File: config.mk
export PLATFORM = sky130hd
export DESIGN_NAME = res_edge_bank
export DESIGN_NICKNAME = d
export VERILOG_FILES = /design/src/rtl/res_edge_pkg.sv /design/src/rtl/res_edge_cell.sv /design/src/rtl/res_edge_bank.sv
export SDC_FILE = /design/constraint.sdc
export NUM_CORES = 1
export LEC_CHECK = 0
export BUFFER_PORTS_ARGS = -buffer_cell sky130_fd_sc_hd__buf_2
export CORE_AREA = 2 2 90 92
export DETAILED_ROUTE_END_ITERATION = 7
export DIE_AREA = 0 0 92 94
export PLACE_DENSITY = 0.63
export SLEW_MARGIN = 20
export SYNTH_ARGS = -nofsm -noshare
export SYNTH_HDL_FRONTEND = slang
export SYNTH_SLANG_ARGS = --single-unit
File: constraint.sdc
create_clock -name CLK -period 1.95 [get_ports CLK]
set_input_delay 0.2925 -clock CLK [delete_from_list [all_inputs] [get_ports CLK]]
set_output_delay 0.2925 -clock CLK [all_outputs]
set_load 0.02 [all_outputs]
File: src/rtl/res_edge_pkg.sv
// Shared definitions for the RES edge latch bank: per-channel edge modes and edge decode.
package res_edge_pkg;

    typedef enum logic [1:0] {
        MODE_RISE   = 2'b00,
        MODE_FALL   = 2'b01,
        MODE_BOTH   = 2'b10,
        MODE_LEGACY = 2'b11
    } mode_e;

    // Event decode from the previous and current input sample.
    function automatic logic edge_evt(input mode_e m, input logic prev, input logic s);
        logic rise;
        logic fall;
        rise = ~prev & s;
        fall = prev & ~s;
        case (m)
            MODE_RISE:   edge_evt = rise;
            MODE_FALL:   edge_evt = fall;
            MODE_BOTH:   edge_evt = rise | fall;
            MODE_LEGACY: edge_evt = rise;
            default:     edge_evt = 1'b0;
        endcase
    endfunction

endpackage

File: src/rtl/res_edge_cell.sv
// One RES channel: optional 2-FF input synchroniser (RES_EDGE_BANK_SYNC_EN), edge detect,
// sticky flag and saturating event counter.
module res_edge_cell
    import res_edge_pkg::*;
#(
    parameter int unsigned CW = 8
) (
    input  logic          CLK,
    input  logic          RST,
    input  logic          res_in,
    input  logic [1:0]    mode,
    input  logic          clr,
    output logic          res_out,
    output logic [CW-1:0] evt_cnt
);

    localparam logic [CW-1:0] CNT_MAX = '1;

    mode_e         m;
    logic          s;
    logic          prev;
    logic          evt;
    logic [CW-1:0] cnt_base;

    assign m = mode_e'(mode);

`ifdef RES_EDGE_BANK_SYNC_EN
    logic sync1;
    logic sync2;

    // Both stages load the raw input in reset so s is coherent once reset releases.
    always_ff @(posedge CLK) begin
        if (!RST) begin
            sync1 <= res_in;
            sync2 <= res_in;
        end else begin
            sync1 <= res_in;
            sync2 <= sync1;
        end
    end

    assign s = sync2;
`else
    assign s = res_in;
`endif

    always_comb begin
        evt      = edge_evt(m, prev, s);
        cnt_base = clr ? '0 : evt_cnt;
    end

    // Clear-then-increment gives set priority over a simultaneous clear.
    always_ff @(posedge CLK) begin
        if (!RST) begin
            prev    <= s;
            evt_cnt <= '0;
            res_out <= (m == MODE_LEGACY) ? s : 1'b0;
        end else begin
            prev <= s;
            if (evt && (cnt_base != CNT_MAX)) begin
                evt_cnt <= cnt_base + CW'(1);
            end else begin
                evt_cnt <= cnt_base;
            end
            if (m == MODE_LEGACY) begin
                res_out <= s & (res_out | evt);
            end else begin
                res_out <= evt | (res_out & ~clr);
            end
        end
    end

endmodule

File: src/rtl/res_edge_bank.sv
// N-channel RES edge/event latch bank with ANY and lowest-active-channel summary.
// Optional input synchronisers enabled by defining RES_EDGE_BANK_SYNC_EN.
module res_edge_bank #(
    parameter  int unsigned N  = 4,
    parameter  int unsigned CW = 8,
    localparam int unsigned IW = (N > 1) ? $clog2(N) : 1
) (
    input  logic            CLK,
    input  logic            RST,
    input  logic [N-1:0]    RESin,
    input  logic [2*N-1:0]  MODE,
    input  logic [N-1:0]    CLR,
    output logic [N-1:0]    RESout,
    output logic [N*CW-1:0] EVT_CNT,
    output logic            ANY,
    output logic [IW-1:0]   FIRST_IDX
);

    for (genvar i = 0; i < int'(N); i++) begin : g_ch
        res_edge_cell #(
            .CW(CW)
        ) u_cell (
            .CLK     (CLK),
            .RST     (RST),
            .res_in  (RESin[i]),
            .mode    (MODE[2*i+1:2*i]),
            .clr     (CLR[i]),
            .res_out (RESout[i]),
            .evt_cnt (EVT_CNT[CW*i +: CW])
        );
    end

    // Scan high to low so the lowest set channel is the final assignment.
    always_comb begin
        ANY       = |RESout;
        FIRST_IDX = '0;
        for (int i = int'(N) - 1; i >= 0; i--) begin
            if (RESout[i]) begin
                FIRST_IDX = IW'(i);
            end
        end
    end

endmodule

==> metrics <==
outcome=completed; vias in the first global route=2287; Port Buf Inserts=56; cts hold-fix bufs=0; Storage cell area=801 um2; post-synth top area share=30.9%; filler instances=794; Final Critical Period=1.81 ns; # DRC=0; # IOs=57; CP Data Required Time=2.13 ns; sw frac=28.2%; worst path bufs/invs=0; Non-Filler Instances=467; gp weighted congestion=0.854; initial antenna violation count=0; # setup viols final=0; worst vdd ir=0.000262 V; Worst path max stage delay=0.38 ns; Pwr per Cell Area=572 nW/um2; crit-path cells=nor2b_1, ha_1, and4b_1, a21boi_0, nand4_1, mux2_2; TNS Setup=0 ns; register share of total power=48.6%; die height=94 um; Design Power=0.00178 W; Leakage=1.47 nW; R2R setup slack=0.14 ns; Routed Antenna Nets=0; Root Buffer=clkbuf_8; clk buf depth=2; WP data arrival=1.99 ns; largest family of logic cells by synthesized area=simple AND/OR/NAND/NOR gates; Post-Synthesis Cells=304; most frequent cells in the layout=buf_2 (56), dfxtp_1 (40), inv_1 (29); die area=8650 um2; CTS Sinks=40; Detail Placement HPWL=4490 um; Core Footprint=7610 um2; syn avg cell area=8.53 um2; clock network fraction of total power=34.1%; grt total ovfl=0; DRT Pass-1 Iters=6; Synth async-reset ratio=0%; antenna diode instance count=0; post-synthesis mux area share=4.05%; # nets final=407; syn_nets=346; post-synthesis xor/xnor area fraction=0%; Slew Limit Fails=0; all-layer global routing usage=14.0%; Post-Route WL=6040 um; Hold Violations, Final=0; first-pass GRT wire length=10100 um; post-placement cell count=460; kind of cell adding the most delay to the critical path=simple AND/OR/NAND/NOR gates; clock insertion delay at the later pin of the skew report=0.29 ns; Final Cycle Share=92.8%; number of flops mapped to enable cells by yosys=0; wire per inst=12.9 um; Ys Warns=0; relative slew slack=69.0%; max-cap violations=0; simple logic cell fraction of the synthesized area=25.9%; Netlist cell types=49; Post-Syn Area=2590 um2; RSZ-0062 raised after global routing=false; largest net degree at the start of global routing=22; post-CTS sizing=0; CP startpoint kind=flip-flop; CP Class=flip-flop to flip-flop; Synth Flop Type=dfxtp_1; Synth Register Bits=40; Pint=0.00128 W; nature of the critical path endpoint=flip-flop; via count=2413; DRT iter0 DRCs=52; crit-path max FO=4; worst-margin pin slew=0.464 ns; register area share after synthesis=30.9%; Hold WS=0.131 ns; Initial Util=34.1%; Clock Skews=0.00618 ns; combinational power share=17.3%; row count=32; Die Span X=92 um; share of cells above drive strength 1=24.4%; adder-cell share of the synthesized area=11.6%; clock buffer count from CTS=5; Area contributors post-synth=dfxtp_1 (31%), ha_1 (12%), inv_1 (4.2%); Yosys top cell by area=dfxtp_1; clock transition at the registers of the reported paths=0.08 ns; area growth from synthesis to layout=19.9%; post-synthesis compound-gate area fraction=20.5%; Via density=5.17; Hold Crit Class=input pin to flip-flop; H-tree Lvls=2; most common cell after layout, fill and taps aside=buf_2; area occupied by multi-input gates=1610 um2; CTS tree=yes; Max Fclk=553 MHz; number of post-CTS setup repair buffers=0; P_sw=0.000502 W; slowest CP cell=dfxtp_1
## layout make-up
cell class | instances | share of cell area, %
clock buffer | 7 | 3.10
tap | 102 | 4.10
multi-input combinational | 222 | 51.9
timing repair buffer | 67 | 11.7
inverter | 29 | 3.50
sequential | 40 | 25.8
## state kept, by name, summed over array words and instances, names as in the netlist
| name | cells |
|---|---|
| g_ch.u_cell.evt_cnt | 32 |
| g_ch.u_cell.prev | 4 |
| g_ch.u_cell.res_out | 4 |
## synthesized netlist by cell type (6+ instances only)
master    count
dfxtp_1      40
inv_1        29
ha_1         24
a21oi_1      20
nand3_1      20
nor2b_1      14
nand2_1      13
o21ai_0      12
and3_1       10
and4b_1       7
o31ai_1       7
clkbuf_1      6
mux2i_1       6
nor2_1        6
or3_1         6
## metal layers
layer  GRT usage, %  wire, um  part of all wire, %
met5              0         0                    0
met3           2.81       240                  4.0
met1           17.8      2900                   48
met2           24.1      2870                   47
met4           3.73        31                 0.51
## power groups by stage
stage                     logic, W  clock network [W]  registers (W)
after floorplan           0.000195                  0       0.000888
after global placement    0.000301                  0       0.000884
after detailed placement  0.000307                  0       0.000885
after CTS                 0.000307           0.000638       0.000865
after global routing      0.000344           0.000656       0.000869
final                     0.000307           0.000607       0.000864
## worst paths after layout
kind,depth (start not counted),startpoint,end
setup reg to reg,6,g_ch[2].u_cell.evt_cnt[1]$_SDFF_PN0_,g_ch[2].u_cell.evt_cnt[6]$_SDFF_PN0_
hold reg to reg,2,g_ch[1].u_cell.evt_cnt[7]$_SDFF_PN0_,g_ch[1].u_cell.evt_cnt[7]$_SDFF_PN0_
hold / removal,1,RESin[1],g_ch[1].u_cell.prev$_DFF_P_
setup / recovery,6,g_ch[2].u_cell.evt_cnt[1]$_SDFF_PN0_,g_ch[2].u_cell.evt_cnt[6]$_SDFF_PN0_
## kinds of logic (layout without fill, tap and decap cells)
kind of cell / Yosys count / in the layout
AND/OR/NAND/NOR: 110 / 110
AO/OA/AOI/OAI: 78 / 78
flip-flops: 40 / 40
buffers and inverters: 42 / 103
multiplexers: 10 / 10
adder cells (fa/ha/maj): 24 / 24
## per-stage QoR
stage               cell area (um2)  util (%)  setup slack [ns]
floorplan                      2590         -            0.0549
global route                   3110      40.9            0.0106
global placement               3010      39.5            0.0507
detailed placement             3010      39.5            0.0207
CTS                            3100      40.8             0.102
finish                         3110      40.9             0.141
Note: power is estimated with default switching activity, not from simulation.
